### config.mk
export PLATFORM = sky130hd
export DESIGN_NAME = multiplier_seq
export DESIGN_NICKNAME = d
export VERILOG_FILES = /design/src/rtl/multiplier_pkg.sv /design/src/rtl/mult_sign_adjust.sv /design/src/rtl/multiplier_seq.sv
export SDC_FILE = /design/constraint.sdc
export NUM_CORES = 1
export LEC_CHECK = 0
export CORE_MARGIN = 2
export CORE_UTILIZATION = 40
export DETAILED_ROUTE_END_ITERATION = 6
export SLEW_MARGIN = 20
export SYNTH_ARGS = -nofsm -noshare
export SYNTH_HDL_FRONTEND = slang
export SYNTH_SLANG_ARGS = --single-unit
### constraint.sdc
create_clock -name CLK -period 2.8 [get_ports CLK]
set_input_delay 0.84 -clock CLK [delete_from_list [all_inputs] [get_ports CLK]]
set_output_delay 0.84 -clock CLK [all_outputs]
set_load 0.02 [all_outputs]
### src/rtl/multiplier_pkg.sv
// ============================================================================
// Module      : multiplier_pkg
// Description : Shared state encoding and width helpers for multiplier_seq.
// Revision    : 1.0 - initial release
// ============================================================================
`default_nettype none

package multiplier_pkg;

    typedef enum logic [1:0] {
        IDLE = 2'd0,
        CALC = 2'd1,
        DONE = 2'd2
    } state_t;

    localparam int c_MIN_WIDTH = 2;

    // Product/accumulator width for a given operand width.
    function automatic int prod_width(input int w);
        return 2 * w;
    endfunction

endpackage

`default_nettype wire

### src/rtl/mult_sign_adjust.sv
// ============================================================================
// Module      : mult_sign_adjust
// Description : Operand magnitude, result sign, and conditional 2*WIDTH negate
//               for two's-complement multiplication.
// Revision    : 1.0 - initial release
// ============================================================================
`default_nettype none

module mult_sign_adjust
    import multiplier_pkg::*;
#(
    parameter int WIDTH = 8
) (
    input  logic                         i_sgn,
    input  logic [WIDTH-1:0]             i_in1,
    input  logic [WIDTH-1:0]             i_in2,
    input  logic                         i_neg_q,
    input  logic [prod_width(WIDTH)-1:0] i_pr,
    output logic [WIDTH-1:0]             o_mag1,
    output logic [WIDTH-1:0]             o_mag2,
    output logic                         o_neg,
    output logic [prod_width(WIDTH)-1:0] o_res
);

    // The most negative value maps onto itself, which is the correct
    // unsigned magnitude 2^(WIDTH-1).
    function automatic logic [WIDTH-1:0] magnitude(input logic sgn,
                                                   input logic [WIDTH-1:0] v);
        return (sgn && v[WIDTH-1]) ? (~v + 1'b1) : v;
    endfunction

    assign o_mag1 = magnitude(i_sgn, i_in1);
    assign o_mag2 = magnitude(i_sgn, i_in2);
    assign o_neg  = i_sgn & (i_in1[WIDTH-1] ^ i_in2[WIDTH-1]);
    assign o_res  = i_neg_q ? (~i_pr + 1'b1) : i_pr;

endmodule

`default_nettype wire

### src/rtl/multiplier_seq.sv
// ============================================================================
// Module      : multiplier_seq
// Description : Radix-2 shift-and-add multiplier with start/done handshake and
//               early termination. Define MULT_SIGNED_EN for signed support.
// Revision    : 1.0 - initial release
// ============================================================================
`default_nettype none

module multiplier_seq
    import multiplier_pkg::*;
#(
    parameter int WIDTH = 8
) (
    input  logic                         CLK,
    input  logic                         RESET,
    input  logic                         S,
    input  logic                         SGN,
    input  logic [WIDTH-1:0]             IN1,
    input  logic [WIDTH-1:0]             IN2,
    output logic                         BUSY,
    output logic                         F,
    output logic [prod_width(WIDTH)-1:0] M
);

    localparam int c_PW = prod_width(WIDTH);

    state_t            state_q, state_d;
    logic [WIDTH-1:0]  ar_q, ar_d;
    logic [c_PW-1:0]   br_q, br_d;
    logic [c_PW-1:0]   pr_q, pr_d;
    logic [c_PW-1:0]   m_q, m_d;
    logic              neg_q, neg_d;

    logic [WIDTH-1:0]  w_mag1;
    logic [WIDTH-1:0]  w_mag2;
    logic              w_neg;
    logic [c_PW-1:0]   w_res;

`ifdef MULT_SIGNED_EN
    mult_sign_adjust #(
        .WIDTH (WIDTH)
    ) u_sign_adjust (
        .i_sgn   (SGN),
        .i_in1   (IN1),
        .i_in2   (IN2),
        .i_neg_q (neg_q),
        .i_pr    (pr_q),
        .o_mag1  (w_mag1),
        .o_mag2  (w_mag2),
        .o_neg   (w_neg),
        .o_res   (w_res)
    );
`else
    logic w_unused_sgn;

    assign w_unused_sgn = SGN ^ neg_q;
    assign w_mag1       = IN1;
    assign w_mag2       = IN2;
    assign w_neg        = 1'b0;
    assign w_res        = pr_q;
`endif

    always_comb begin
        state_d = state_q;
        ar_d    = ar_q;
        br_d    = br_q;
        pr_d    = pr_q;
        m_d     = m_q;
        neg_d   = neg_q;
        case (state_q)
            IDLE: begin
                if (S) begin
                    ar_d    = w_mag1;
                    br_d    = {{(c_PW-WIDTH){1'b0}}, w_mag2};
                    pr_d    = '0;
                    neg_d   = w_neg;
                    state_d = CALC;
                end
            end
            CALC: begin
                // Terminate as soon as no set multiplier bits remain.
                if (ar_q != '0) begin
                    if (ar_q[0]) begin
                        pr_d = pr_q + br_q;
                    end
                    ar_d = ar_q >> 1;
                    br_d = br_q << 1;
                end else begin
                    m_d     = w_res;
                    state_d = DONE;
                end
            end
            DONE: begin
                state_d = IDLE;
            end
            default: begin
                state_d = IDLE;
            end
        endcase
    end

    always_ff @(posedge CLK) begin
        if (RESET) begin
            state_q <= IDLE;
            ar_q    <= '0;
            br_q    <= '0;
            pr_q    <= '0;
            m_q     <= '0;
            neg_q   <= 1'b0;
        end else begin
            state_q <= state_d;
            ar_q    <= ar_d;
            br_q    <= br_d;
            pr_q    <= pr_d;
            m_q     <= m_d;
            neg_q   <= neg_d;
        end
    end

    assign BUSY = (state_q != IDLE);
    assign F    = (state_q == DONE);
    assign M    = m_q;

endmodule

`default_nettype wire
==> out/metrics.csv <==
metric;value;unit
ant_nets;0;
holdPathStages;2;
detail_route.wl_per_cell;13.8;microns
gp_congestion;0.885;
drt_wl_total;6750;microns
p_leak;1.38;nW
clk_path_buf_depth;2;
fmax;406;MHz
ys_seq_area_share;39.6;%
layout.nets;420;
cp_max_fo;4;
die-width;89.6;microns
yosys-top-cells-count;58 x dfxtp_1, 45 x nor2_1, 44 x nand2_1;
num_rows;31;
hp-class;reg -> reg;
synth_most_common_cell;dfxtp_1;
crit_start;br_q[0];
synth_area;0.00293;sq mm
whs;0.449;ns
cts_max_level;3;
clk_pin_slew_worst_paths;0.07;ns
placed_cell_area;0.00338;sq mm
yosysUniqueCellTypes;40;
antenna_found_initial;0;
synth_warnings;0;
grt.total_usage;18.3;%
cts_made_buffers;9;
synth_top_flop_cell;dfxtp_1;
r2r_end;pr_q[12];
cts_resized;0;
post-route-util;49.9;%
holdBufCountCts;0;
core_region_area;0.00718;sq mm
async_flop_share;0;%
finalMaxSlewViolations;0;
syn_nets;387;
synth_edf_count;0;
fin_crit;2.46;ns
fillCellCount;724;
numPortBuffers;36;
synth_area_leader_cell;dfxtp_1;
grt_max_degree;31;
syn_inst;351;
fin_tns_setup;0;ns
finalHoldViolCount;0;
regToRegSetupSlack;0.34;ns
drv_cap;0;
endpoint;pr_q[12];
ir_drop;0.291;mV
overflow;0;
cts_tree;built;
clock_sinks;58;
post-route-period-util;87.9;%
ys_seq_elements;58;
layout-drive-gt1-share;7.46;%
start_kind;register;
power_per_cell_area;546;mW/mm^2
synth.area.top_cells;dfxtp_1 40%, ha_1 6.4%, nor2_1 5.8%, nand2_1 5.6%, a21oi_1 5.5%;
worstPathArrival;2.69;ns
synthToLayoutAreaGrowth;22.2;%
rsz0062_at_grt;no;
min_from;M[12];
setup_viol;0;
drtIter0Drc;89;
design_area;0.00358;sq mm
r2r_cells;9;
grt_first_pass_wirelength;11300;microns
cts_setup_buffers;0;
antennaDiodeCount;0;
vias_per_cell;5.30;
hpwl;4900;microns
drc_errors;0;
status;completed;
die-area;0.00802;sq mm
clk_latency;0.34;ns
syn_avg_cell_area;8.34;sq um
fin_worst_skew;0.00669;ns
first_global_vias;2435;
clock-root-buffer;clkbuf_8;
start_util;40.8;%
total_power;1.95;mW
synth_top_area_share;39.6;%
die_y;89.6;microns
rr_startpoint;br_q[0];
num_vias;2588;
worstSetupPathType;reg -> reg;
cp.required;3.03;ns
slew_headroom;63.7;%
pin_count;38;
drtPass1Iterations;4;
cp-end-kind;register;
tightest_slew;0.543;ns
## cells in the final DEF (no fill, tap or decap), types with 5 or more instances in the layout
cell	Yosys	final
mux2i_1	14	14
or3_1	6	6
nor3_1	6	5
a21oi_1	32	32
a211oi_1	17	17
nand2_1	44	44
inv_1	5	5
o21ai_0	11	11
nor2_1	45	45
nor2b_1	5	5
xnor2_1	5	5
a32o_1	5	5
ha_1	15	15
dfxtp_1	58	58
nand3_1	10	10
clkbuf_8	0	11
o211ai_1	6	6
clkdlybuf4s50_1	0	35
buf_4	0	6
a22oi_1	12	12
## stage by stage
stage / instances / worst slack, ns
2_1_floorplan: 351 / 0.630
3_3_place_gp: 472 / 0.319
3_5_place_dp: 472 / 0.319
4_1_cts: 488 / 0.367
5_1_grt: 488 / 0.218
6_report: 488 / 0.340
## per-layer routing
metal / global-route usage (%) / wire (microns)
met4: 4.61 / 61
met2: 30.9 / 3210
met1: 22.7 / 3240
met3: 5.85 / 240
met5: 0 / 0
## flip-flops by register name, indices dropped and copies added, names as in the netlist
signal / cells
M: 16
br_q: 16
pr_q: 16
ar_q: 8
state_q: 2
## worst max-delay path, cell delays in order (launching register included)
cell      delay, ns
dfxtp_1        0.37
ha_1           0.21
inv_1          0.07
fa_1           0.40
nor2b_1        0.13
o21a_1         0.17
o21ai_1        0.13
a211oi_1       0.47
o21ai_0        0.14
a32o_1         0.27
## power by group
group,internal (mW),total [mW],switching [mW]
clock,0.459,0.777,0.318
sequential,0.865,0.900,0.0352
combinational,0.119,0.278,0.159
total,1.44,1.95,0.512
## final cells by class
class | instances | area, sq um | share of cell area [%]
clock buffer | 14 | 163 | 4.55
clock inverter | 2 | 35.0 | 0.979
inverter | 5 | 18.8 | 0.524
multi-input combinational | 268 | 1680 | 46.9
sequential | 58 | 1160 | 32.4
tap | 99 | 124 | 3.46
timing repair buffer | 42 | 400 | 11.2
## how the worst min path moves through the flow
stage               to  slack [ns]
3_3_place_gp     M[11]        0.44
2_1_floorplan  ar_q[7]        0.44
5_1_grt          M[11]        0.47
4_1_cts          M[12]        0.45
6_report         M[12]        0.45
3_5_place_dp     M[12]        0.44
## cell families (layout without fill, tap and decap cells)
kind of cell | after synthesis | in the layout | synth area share, %
muxes | 14 | 14 | 4.78
buffers and inverters | 25 | 63 | 3.29
adders and majority gates | 16 | 16 | 7.09
AOI/OAI and AO/OA | 99 | 99 | 22.8
and+or+nand+nor | 133 | 133 | 20.6
xor gates and xnor gates | 6 | 6 | 1.79
DFF | 58 | 58 | 39.6
(Power assumes the default switching activity.)
